<file path="src/rtl/dot4_accum_if.sv">
// Handshake bundle for dot4_accum: operand stream in, dot-product result out.
// The master side is the producer/consumer around the block; the slave side is the block itself.
interface dot4_accum_if #(
    parameter int ACC_W = 12
);
    logic             in_valid;
    logic             in_ready;
    logic [3:0]       a;
    logic [3:0]       b;
    logic             out_valid;
    logic             out_ready;
    logic [ACC_W-1:0] sum;
    logic             ovf;

    modport master (
        output in_valid, a, b, out_ready,
        input  in_ready, out_valid, sum, ovf
    );

    modport slave (
        input  in_valid, a, b, out_ready,
        output in_ready, out_valid, sum, ovf
    );
endinterface

</file>
<file path="src/rtl/dot4_accum.sv">
// Streaming 4-bit x 4-bit multiply-accumulate that emits one N_TERMS-term dot product
// per result, holding it (with a wrap indicator) until the consumer takes it.
module dot4_accum #(
    parameter int N_TERMS = 4,
    parameter int ACC_W   = 12
) (
    input  logic         clk,
    input  logic         rst,
    input  logic         clr,
    dot4_accum_if.slave  io_bus
);
    localparam int CNT_W = $clog2(N_TERMS);

    typedef enum logic {
        ACC  = 1'b0,
        DONE = 1'b1
    } state_t;

    state_t             r_state;
    state_t             w_nextState;
    logic [ACC_W-1:0]   r_acc;
    logic [CNT_W-1:0]   r_count;
    logic               r_wrap;
    logic [ACC_W-1:0]   r_sum;
    logic               r_ovf;

    logic [7:0]         w_prod8;
    logic [ACC_W-1:0]   w_product;
    logic [ACC_W:0]     w_addFull;
    logic               w_carry;
    logic               w_xfer;
    logic               w_lastTerm;

    assign w_prod8    = {4'b0000, io_bus.a} * {4'b0000, io_bus.b};
    assign w_product  = ACC_W'(w_prod8);
    assign w_addFull  = {1'b0, r_acc} + {1'b0, w_product};
    assign w_carry    = w_addFull[ACC_W];
    assign w_xfer     = io_bus.in_valid & io_bus.in_ready;
    assign w_lastTerm = (r_count == CNT_W'(N_TERMS - 1));

    always_ff @(posedge clk) begin
        if (rst) begin
            r_state <= ACC;
        end else begin
            r_state <= w_nextState;
        end
    end

    // Handshake outputs depend only on the registered state, so out_ready never reaches in_ready combinationally.
    always_comb begin
        w_nextState      = r_state;
        io_bus.in_ready  = 1'b0;
        io_bus.out_valid = 1'b0;
        case (r_state)
            ACC: begin
                io_bus.in_ready = 1'b1;
                if (!clr && w_xfer && w_lastTerm) begin
                    w_nextState = DONE;
                end
            end
            DONE: begin
                io_bus.out_valid = 1'b1;
                if (io_bus.out_ready) begin
                    w_nextState = ACC;
                end
            end
            default: begin
                w_nextState = ACC;
            end
        endcase
    end

    always_ff @(posedge clk) begin
        if (rst) begin
            r_acc   <= '0;
            r_count <= '0;
            r_wrap  <= 1'b0;
            r_sum   <= '0;
            r_ovf   <= 1'b0;
        end else begin
            case (r_state)
                ACC: begin
                    if (clr) begin
                        r_acc   <= '0;
                        r_count <= '0;
                        r_wrap  <= 1'b0;
                    end else if (w_xfer) begin
                        if (w_lastTerm) begin
                            r_sum   <= w_addFull[ACC_W-1:0];
                            r_ovf   <= r_wrap | w_carry;
                            r_acc   <= '0;
                            r_count <= '0;
                            r_wrap  <= 1'b0;
                        end else begin
                            r_acc   <= w_addFull[ACC_W-1:0];
                            r_count <= r_count + CNT_W'(1);
                            r_wrap  <= r_wrap | w_carry;
                        end
                    end
                end
                DONE: begin
                    // clr is deliberately ignored here so a presented result cannot be lost.
                    if (io_bus.out_ready) begin
                        r_ovf <= 1'b0;
                    end
                end
                default: begin
                    r_ovf <= 1'b0;
                end
            endcase
        end
    end

    assign io_bus.sum = r_sum;
    assign io_bus.ovf = r_ovf;
endmodule

</file>
<file path="src/flat_wrapper.sv">
// flat-port wrapper written by rule: the top's interface ports become plain ports
module dot4_accum_flat 
#(
    parameter int N_TERMS = 4,
    parameter int ACC_W   = 12
)
  (clk, rst, clr, io_bus_in_valid, io_bus_a, io_bus_b, io_bus_out_ready, io_bus_in_ready, io_bus_out_valid, io_bus_sum, io_bus_ovf);
  dot4_accum_if #(.ACC_W(ACC_W)) io_bus_i ();
  input  logic clk;
  input  logic rst;
  input  logic clr;
  input wire logic [$bits(io_bus_i.in_valid)-1:0] io_bus_in_valid;
  input wire logic [$bits(io_bus_i.a)-1:0] io_bus_a;
  input wire logic [$bits(io_bus_i.b)-1:0] io_bus_b;
  input wire logic [$bits(io_bus_i.out_ready)-1:0] io_bus_out_ready;
  output wire logic [$bits(io_bus_i.in_ready)-1:0] io_bus_in_ready;
  output wire logic [$bits(io_bus_i.out_valid)-1:0] io_bus_out_valid;
  output wire logic [$bits(io_bus_i.sum)-1:0] io_bus_sum;
  output wire logic [$bits(io_bus_i.ovf)-1:0] io_bus_ovf;
  assign io_bus_i.in_valid = io_bus_in_valid;
  assign io_bus_i.a = io_bus_a;
  assign io_bus_i.b = io_bus_b;
  assign io_bus_i.out_ready = io_bus_out_ready;
  assign io_bus_in_ready = io_bus_i.in_ready;
  assign io_bus_out_valid = io_bus_i.out_valid;
  assign io_bus_sum = io_bus_i.sum;
  assign io_bus_ovf = io_bus_i.ovf;
  dot4_accum #(.N_TERMS(N_TERMS), .ACC_W(ACC_W)) u_core (.clk(clk), .rst(rst), .clr(clr), .io_bus(io_bus_i));
endmodule
</file>
<file path="config.mk">
export PLATFORM = sky130hd
export DESIGN_NAME = dot4_accum_flat
export DESIGN_NICKNAME = d
export VERILOG_FILES = /design/src/rtl/dot4_accum_if.sv /design/src/rtl/dot4_accum.sv /design/src/flat_wrapper.sv
export SDC_FILE = /design/constraint.sdc
export NUM_CORES = 1
export LEC_CHECK = 0
export CORE_UTILIZATION = 58
export CTS_CLUSTER_DIAMETER = 30
export CTS_CLUSTER_SIZE = 28
export DETAILED_ROUTE_END_ITERATION = 16
export GPL_ROUTABILITY_DRIVEN = 0
export PLACE_DENSITY = 0.84
export REMOVE_ABC_BUFFERS = 1
export SYNTH_ARGS = -nofsm -noshare
export SYNTH_HDL_FRONTEND = slang
export SYNTH_SLANG_ARGS = --single-unit
</file>
<file path="constraint.sdc">
create_clock -name clk -period 8.3 [get_ports clk]
set_clock_uncertainty 0.15 [all_clocks]
set_input_delay 1.245 -clock clk [delete_from_list [all_inputs] [get_ports clk]]
set_output_delay 1.245 -clock clk [all_outputs]
set_load 0.01 [all_outputs]
</file>
; ---- Word level (Yosys, flattened, before mapping)
; Index checks and enable logic that the tools add are counted.
[classes]
n_addsub = 2
mul = 1
n_eq_ne = 5
mux = 19
bitwise = 4
reduce_logical = 7
[ops]
columns = cell, n
row1 = two-way mux 12 bit, 3
row2 = adder 12 x 8 -> 13 bit, 1
row3 = two-way mux 1 bit, 11
row4 = multiplier 4 x 4 -> 8 bit, 1
row5 = AND reduction 4 bit, 2
row6 = two-way mux 2 bit, 3
row7 = inequality test 2 x 1 -> 1 bit (second input constant), 2
row8 = inequality test 2 bit (second input constant), 2
row9 = one-hot mux 1 bit (2 select lines), 2
row10 = adder 2 x 1 -> 2 bit (second input constant), 1
row11 = equality test 2 bit (second input constant), 1
row12 = logical AND 1 bit, 2
row13 = inverter 1 bit, 2
row14 = AND reduction 2 bit, 1
row15 = nonzero test 2 bit, 1
row16 = AND 1 bit, 1
row17 = zero test 1 bit, 1
row18 = OR 1 bit, 1
[totals]
register_bits = 29
in_bits = 13
output_inout_bits = 15
elab_cells = 44

; ---- Longest topological paths before layout
; Gate-level depths: netlist of run 1.
[logic_depth]
word_depth = 7
ltp_mapped = 13
mapped_depth_nobuf = 13

; ---- Least setup slack after synthesis of run 1
; No wires, ideal clock.
[synth_timing]
kind = input -> register
startpoint = input io_bus_a[0]
endpoint = register u_core.r_ovf, in the netlist u_core.io_bus.ovf
setup_ns = 0.130
arrival_ns = 4.130
required_time_ns = 8.020
path_slack_ns = 3.890
path_stages = 11
path_buffers = 0
cell_sequence = nand2_1 > fa_1 > fa_1 > fa_1 > inv_1 > ha_1 > o211ai_1 > nor3_2 > or2_1 > a311oi_1 > nor3_1
[synth_via]
elab_chain_len = 7
[synth_rtl]
columns = element, line
row1 = start: declaration, flat_wrapper.sv:13  ; input wire logic [$bits(io_bus_i.a)-1:0] io_bus_a;
row2 = multiplier 4 x 4 -> 8 bit, dot4_accum.sv:34  ; assign w_prod8 = {4'b0000, io_bus.a} * {4'b0000, io_bus.b};
row3 = adder 12 x 8 -> 13 bit, dot4_accum.sv:36  ; assign w_addFull = {1'b0, r_acc} + {1'b0, w_product};
row4 = OR 1 bit, dot4_accum.sv:90  ; r_ovf <= r_wrap | w_carry;
row5 = two-way mux 1 bit, dot4_accum.sv:88  ; if (w_lastTerm) begin
row6 = two-way mux 1 bit, dot4_accum.sv:87  ; end else if (w_xfer) begin
row7 = two-way mux 1 bit, dot4_accum.sv:83  ; if (clr) begin
row8 = one-hot mux 1 bit (2 select lines), dot4_accum.sv:81  ; case (r_state)
row9 = end signal: assignment, dot4_accum.sv:90
row10 = end: declaration, dot4_accum.sv:25  ; logic r_ovf;
; Every way passes these cells. The select of a mux whose other input is x is not followed.
; A chain may end at the register's enable or synchronous reset.

; ---- Worst setup path in the final report of run 1
[layout_timing]
startpoint = input io_bus_b[3]
endpoint = register u_core.r_ovf, in the netlist u_core.io_bus.ovf
[layout_via]
elab_chain_len = 7
[layout_rtl]
columns = element, line
row1 = start: declaration, flat_wrapper.sv:14  ; input wire logic [$bits(io_bus_i.b)-1:0] io_bus_b;
row2 = multiplier 4 x 4 -> 8 bit, dot4_accum.sv:34
row3 = adder 12 x 8 -> 13 bit, dot4_accum.sv:36
row4 = OR 1 bit, dot4_accum.sv:90
row5 = two-way mux 1 bit, dot4_accum.sv:88
row6 = two-way mux 1 bit, dot4_accum.sv:87
row7 = two-way mux 1 bit, dot4_accum.sv:83
row8 = one-hot mux 1 bit (2 select lines), dot4_accum.sv:81
; Every way passes these cells. The select of a mux whose other input is x is not followed.

==> flow_metrics.env, run 1 <==
export IMPL_cts_num_sinks=29
export IMPL_reg2reg_to="u_core.io_bus.ovf"
export IMPL_total_clock_buffers_created_by_cts=5
export IMPL_synth_area_per_cell_um2=8.17
export IMPL_net_switching_power_w=0.000107
export IMPL_proportion_of_netlist_area_held_by_the_largest_area_contributor=0.297
export IMPL_internal_power_w=0.000210
export IMPL_postCtsHoldBufs=0
export IMPL_final_hold_worst_slack_ns=0.302
export IMPL_postSynth_topFlopCell="dfxtp_1"
export IMPL_rr_worst_depth=9
export IMPL_required_ns=8.33
export IMPL_die_area_um2=3600
export IMPL_timing_worst_slew_pin_value_ns=1.15
export IMPL_max_slew_margin=0.229
export IMPL_power_density_nw_per_um2=138
export IMPL_cts_tree="built"
export IMPL_maxClockFrequency_ghz=0.208
export IMPL_ranking_of_synthesized_cells_by_instance_count="dfxtp_1 (29), nand2_1 (29), inv_1 (28)"
export IMPL_r2r_setup_slack_ns=5.56
export IMPL_antenna_diode_count=0
export IMPL_netlist_cell_type_count=39
export IMPL_rsz0062_at_grt="no"
export IMPL_hpwlAfterDp_mm=2.95
export IMPL_place_worst_setup_slack_ns=3.13
export IMPL_initial_core_utilization=0.624
export IMPL_detail_route_drc_violations=0
export IMPL_synth_compound_area_frac=0.167
export IMPL_synth_adder_area_share=0.214
export IMPL_period_minus_slack_ns=4.80
export IMPL_synth_area_leaders="dfxtp_1 (30%), ha_1 (12%), fa_1 (9.2%)"
export IMPL_instances_no_fill=310
export IMPL_nNetsFinal=306
export IMPL_worst_r2r_startpoint="u_core.r_acc[5]"
export IMPL_synth_top_family_by_area="simple AND/OR/NAND/NOR gates"
export IMPL_post_synth_and_or_nand_nor_area_fraction=0.222
export IMPL_area_delta_synth_final_pct=17.6
export IMPL_count_of_final_hold_check_violations=0
export IMPL_num_rows=20
export IMPL_via_count_of_the_first_global_routing_pass=1555
export IMPL_grt_start_max_net_pins=34
export IMPL_hp_class="reg2reg"
export IMPL_ys_seq_elements=29
export IMPL_die_width_um=60.0
export IMPL_synthMuxAreaShare=0
export IMPL_yosysWarnings=0
export IMPL_antenna_left=0
export IMPL_die_height_um=60.0
export IMPL_grt_antenna_before_repair=0
export IMPL_io_buffers=27
export IMPL_final_layout_size_suffix_gt1_frac=0.0451
export IMPL_insertion_delay_ns=0.34
export IMPL_design_core_area_um2=3130
export IMPL_totalWireLength_mm=3.91
export IMPL_grtUsageTotal=0.255
export IMPL_timing_max_cap_violations=0
export IMPL_post_cts_setup_buffer_count=0
export IMPL_setup_slack_ns=3.50
export IMPL_post_synth_inst_count=239
export IMPL_dr_first_iter_drc_count=102
export IMPL_crit_arrival_ns=4.83
export IMPL_power_share_combinational=0.281
export IMPL_timing_hold_worst_path_depth=2
export IMPL_cts_path_max_buffers=2
export IMPL_worst_setup_path_type="in2reg"
export IMPL_critPathMaxFanout=4
export IMPL_power_frac_seq=0.453
export IMPL_synth_cell_area_um2=1950
export IMPL_critical_path_endpoint_type="register"
export IMPL_io_pin_count=28
export IMPL_power_leakage_nw=0.964
export IMPL_wire_length_of_the_first_global_routing_pass_mm=6.64
export IMPL_detail_route_wl_per_cell_um=12.6
export IMPL_report_power_total_w=0.000317
export IMPL_place_inst=302
export IMPL_report_final_slew_viol_count=0
export IMPL_run_status="completed"
export IMPL_grt_overflow_total=0
export IMPL_via_per_inst=5.44
export IMPL_crit_path_start_kind="primary input"
export IMPL_htree_levels=2
export IMPL_via_count=1685
export IMPL_setup_tns_ns=0
export IMPL_ctsResizeCount=0
export IMPL_hold_path_startpoint="u_core.io_bus.sum[10]"
export IMPL_max_vdd_ir_drop_mv=0.0797
export IMPL_clock_power_share=0.266
export IMPL_synth_largest_area_cell="dfxtp_1"
export IMPL_power_switching_fraction=0.337
export IMPL_cts_clk_slew_worst_paths_ns=0.09
export IMPL_synth_edf_count=0
export IMPL_async_reset_ff_frac=0
export IMPL_synth_yosys_seq_area_share=0.297
export IMPL_setup_violations_final=0
export IMPL_min_to="u_core.io_bus.sum[10]"
export IMPL_root_buffer="clkbuf_4"
export IMPL_drtPass1Iterations=4
export IMPL_yosys_area_share_xor_xnor=0.0269
export IMPL_timing_final_crit_share=0.578
worst max-delay path, cell delays in order:
cell and delay [ns]:
clkdlybuf4s50_1 0.51, nand2_1 0.09, fa_1 0.51, fa_1 0.51
fa_1 0.52, inv_1 0.04, ha_1 0.34, o211ai_1 0.32
nor3_2 0.11, or2_1 0.28, a311oi_1 0.29, nor3_1 0.08
flip-flops by register name (all words and copies together), names as in the netlist:
register           cells
u_core.r_state         1
u_core.io_bus.ovf      1
u_core.io_bus.sum     12
u_core.r_count         2
u_core.r_wrap          1
u_core.r_acc          12
power by group through the flow:
| stage | combinational (W) | clock [W] | sequential [W] |
|---|---|---|---|
| after floorplan | 0.0000624 | 0 | 0.000146 |
| after detailed placement | 0.0000883 | 0 | 0.000147 |
| after global routing | 0.0000998 | 0.0000932 | 0.000144 |
| final | 0.0000891 | 0.0000841 | 0.000144 |
| after CTS | 0.0000895 | 0.0000863 | 0.000144 |
| after global placement | 0.0000843 | 0 | 0.000147 |
cell type report:
type	count	area [µm²]
multi-input cells	173	1230
well taps	44	55.1
inverters	29	109
clock inverters	2	10.0
repair buffers	27	270
clock buffers	6	41.3
flip-flops and latches	29	581
fillers	258	833
cell families (layout without fill, tap and decap cells):
| kind of cell | Yosys count | in the layout |
|---|---|---|
| AOI/OAI and AO/OA | 51 | 51 |
| xor gates and xnor gates | 6 | 6 |
| adders and majority gates | 28 | 28 |
| buffers and inverters | 37 | 64 |
| DFF | 29 | 29 |
| and+or+nand+nor | 88 | 88 |
worst max path at each step:
| stage | start | endpoint | slack, ns |
|---|---|---|---|
| after floorplan | io_bus_a[0] | u_core.io_bus.ovf | 3.90 |
| after global placement | io_bus_a[0] | u_core.io_bus.ovf | 3.26 |
| after detailed placement | io_bus_b[3] | u_core.io_bus.ovf | 3.13 |
| after CTS | io_bus_b[3] | u_core.io_bus.ovf | 3.50 |
| after global routing | io_bus_b[3] | u_core.io_bus.ovf | 3.32 |
| final | io_bus_b[3] | u_core.io_bus.ovf | 3.50 |
metal layers:
metal	track usage	routed length, µm	share of wire	vias up
met5	0	0	0	-
met4	0.126	91	0.023	0
met3	0.0649	144	0.037	7
met2	0.435	1900	0.49	43
met1	0.294	1770	0.45	776
li1	-	-	-	859
layout by cell type (no fill, tap or decap), drive strengths merged, types with 5 or more instances in the layout:
cell type / count
nand2: 29
dfxtp: 29
inv: 29
clkdlybuf4s50: 27
nor2: 21
a21oi: 21
ha: 19
and2: 13
fa: 9
a22oi: 7
o21ai: 7
clkbuf: 6
xor2: 5
a211oi: 5
through the flow:
stage,utilization,area [µm²]
floorplan,-,1920
global placement,0.717,2240
detailed placement,0.717,2240
CTS,0.734,2290
global route,0.734,2290
finish,0.734,2290
Power figures use the tool's default switching activity.
==> run 2, diff against run 1 <==
- CORE_UTILIZATION: 58 -> 49
- PLACE_DENSITY: 0.84 -> 0.76
- clock period: 8.3 -> 4.4 ns (I/O delays scaled with it)
==> run 2 against run 1 <==
Cell count grew 4.2%. Sequential power grew 88%. Core utilization shrank 8.8 points. Total power grew 120%. Worst hold slack gained 0.0016 ns. Wire length grew 0.36%. Critical endpoint is now u_core.r_acc[8]. Largest cell class unchanged.
==> flow_metrics.env, run 2 (synthesized netlist as in run 1, its figures left out) <==
export IMPL_run_status="completed"
export IMPL_cts_tree="built"
export IMPL_final_hold_worst_slack_ns=0.303
export IMPL_cts_path_max_buffers=2
export IMPL_final_layout_size_suffix_gt1_frac=0.0800
export IMPL_count_of_final_hold_check_violations=0
export IMPL_io_pin_count=28
export IMPL_via_count=1720
export IMPL_post_cts_setup_buffer_count=0
export IMPL_final_core_utilization=0.646
export IMPL_critical_path_max_stage_delay_ns=0.52
export IMPL_place_inst=315
export IMPL_cts_num_sinks=29
export IMPL_num_rows=22
export IMPL_initial_core_utilization=0.521
export IMPL_io_buffers=27
export IMPL_maxClockFrequency_ghz=0.243
export IMPL_via_per_inst=5.33
export IMPL_ctsResizeCount=0
export IMPL_dr_first_iter_drc_count=102
export IMPL_timing_final_crit_share=0.937
export IMPL_timing_max_cap_violations=0
export IMPL_crit_arrival_ns=4.14
export IMPL_htree_levels=2
export IMPL_via_count_of_the_first_global_routing_pass=1578
export IMPL_min_to="u_core.io_bus.sum[8]"
export IMPL_required_ns=4.42
export IMPL_grt_antenna_before_repair=0
export IMPL_area_delta_synth_final_pct=23.8
export IMPL_detail_route_wl_per_cell_um=12.1
export IMPL_total_clock_buffers_created_by_cts=5
export IMPL_die_height_um=65.1
export IMPL_postCtsHoldBufs=0
export IMPL_worst_setup_path_type="in2reg"
export IMPL_totalWireLength_mm=3.92
export IMPL_rsz0062_at_grt="no"
export IMPL_hp_class="reg2reg"
export IMPL_antenna_diode_count=0
export IMPL_instances_no_fill=323
export IMPL_period_minus_slack_ns=4.12
export IMPL_report_final_slew_viol_count=0
export IMPL_critical_path_cell_chain="clkdlybuf4s50_1, nand2_1, fa_1, fa_1, fa_1, inv_1, ha_1, o211ai_1, buf_4, o211ai_1, a21o_1, a32oi_1, nor2_1"
export IMPL_timing_hold_worst_path_depth=2
export IMPL_layout_filler_cells=352
export IMPL_die_width_um=65.1
export IMPL_cpMaxStageDelayCell="clkdlybuf4s50_1"
export IMPL_rr_worst_depth=8
export IMPL_grt_overflow_total=0
export IMPL_hold_path_startpoint="u_core.io_bus.sum[8]"
export IMPL_grtUsageTotal=0.212
export IMPL_wire_length_of_the_first_global_routing_pass_mm=6.87
export IMPL_grt_start_max_net_pins=34
export IMPL_power_leakage_nw=1.03
export IMPL_worst_r2r_startpoint="u_core.r_acc[2]"
export IMPL_crit_path_start_kind="primary input"
export IMPL_detail_route_drc_violations=0
export IMPL_r2r_setup_slack_ns=1.69
export IMPL_timing_worst_slew_pin_value_ns=1.19
export IMPL_max_vdd_ir_drop_mv=0.112
export IMPL_cts_clk_slew_worst_paths_ns=0.07
export IMPL_power_density_nw_per_um2=284
export IMPL_report_power_total_w=0.000685
export IMPL_insertion_delay_ns=0.28
export IMPL_drtPass1Iterations=4
export IMPL_root_buffer="clkbuf_8"
export IMPL_setup_violations_final=0
export IMPL_die_area_um2=4240
export IMPL_post_dp_area_um2=2320
export IMPL_critical_path_endpoint_type="register"
export IMPL_max_slew_margin=0.202
export IMPL_finish_instance_area_um2=2420
export IMPL_hpwlAfterDp_mm=2.91
export IMPL_reg2reg_to="u_core.r_acc[11]"
export IMPL_most_used_cells_in_the_layout_excluding_fill_and_tap_cells="nand2_1 (29), dfxtp_1 (29), inv_1 (28)"
export IMPL_antenna_left=0
export IMPL_timing_critical_path_mode_cell="fa_1"
export IMPL_design_core_area_um2=3740
export IMPL_nNetsFinal=315
export IMPL_critPathMaxFanout=4
-- run 2: through the flow --
stage / worst slack (ns) / TNS, ns
global route: 0.0771 / 0
CTS: 0.264 / 0
detailed placement: -0.00117 / -0.00117
finish: 0.276 / 0
floorplan: 0.582 / 0
global placement: 0.0568 / 0
-- run 2: metal layers --
layer,GRT usage,vias to the layer above,share of wire,routed length (µm)
li1,-,876,-,-
met1,0.260,788,0.45,1750
met2,0.361,50,0.49,1920
met3,0.0434,6,0.047,186
met4,0.0870,0,0.016,62
met5,0,-,0,0
-- run 2: layout make-up --
type	instances	area, µm²	share of cell area
clock buffer	7	96.3	0.0399
tap	48	60.1	0.0248
sequential	29	581	0.240
clock inverter	1	5.00	0.00207
timing repair buffer	36	338	0.140
inverter	29	109	0.0450
multi-input combinational	173	1230	0.508
-- run 2: how the worst max path moves through the flow --
stage	start	to	slack [ns]	depth (start not counted)
floorplan	io_bus_a[0]	u_core.io_bus.ovf	0.58	11
global placement	io_bus_b[3]	u_core.r_acc[8]	0.06	13
detailed placement	io_bus_b[3]	u_core.r_acc[8]	-0.001	13
CTS	io_bus_b[3]	u_core.r_acc[8]	0.26	13
global route	io_bus_a[1]	u_core.r_acc[8]	0.08	13
finish	io_bus_a[1]	u_core.r_acc[8]	0.28	13
-- run 2: power breakdown --
group          switching [W]  internal, W
Clock              0.0000990     0.000141
Combinational      0.0000972    0.0000771
Sequential        0.00000294     0.000268
Total               0.000199     0.000486
-- run 2: critical path: cells and delay by family --
family,cells,cell delay [ns]
simple gates,2,0.14
fa+ha+maj,4,1.84
compound gates,4,0.79
buf+inv,3,0.72
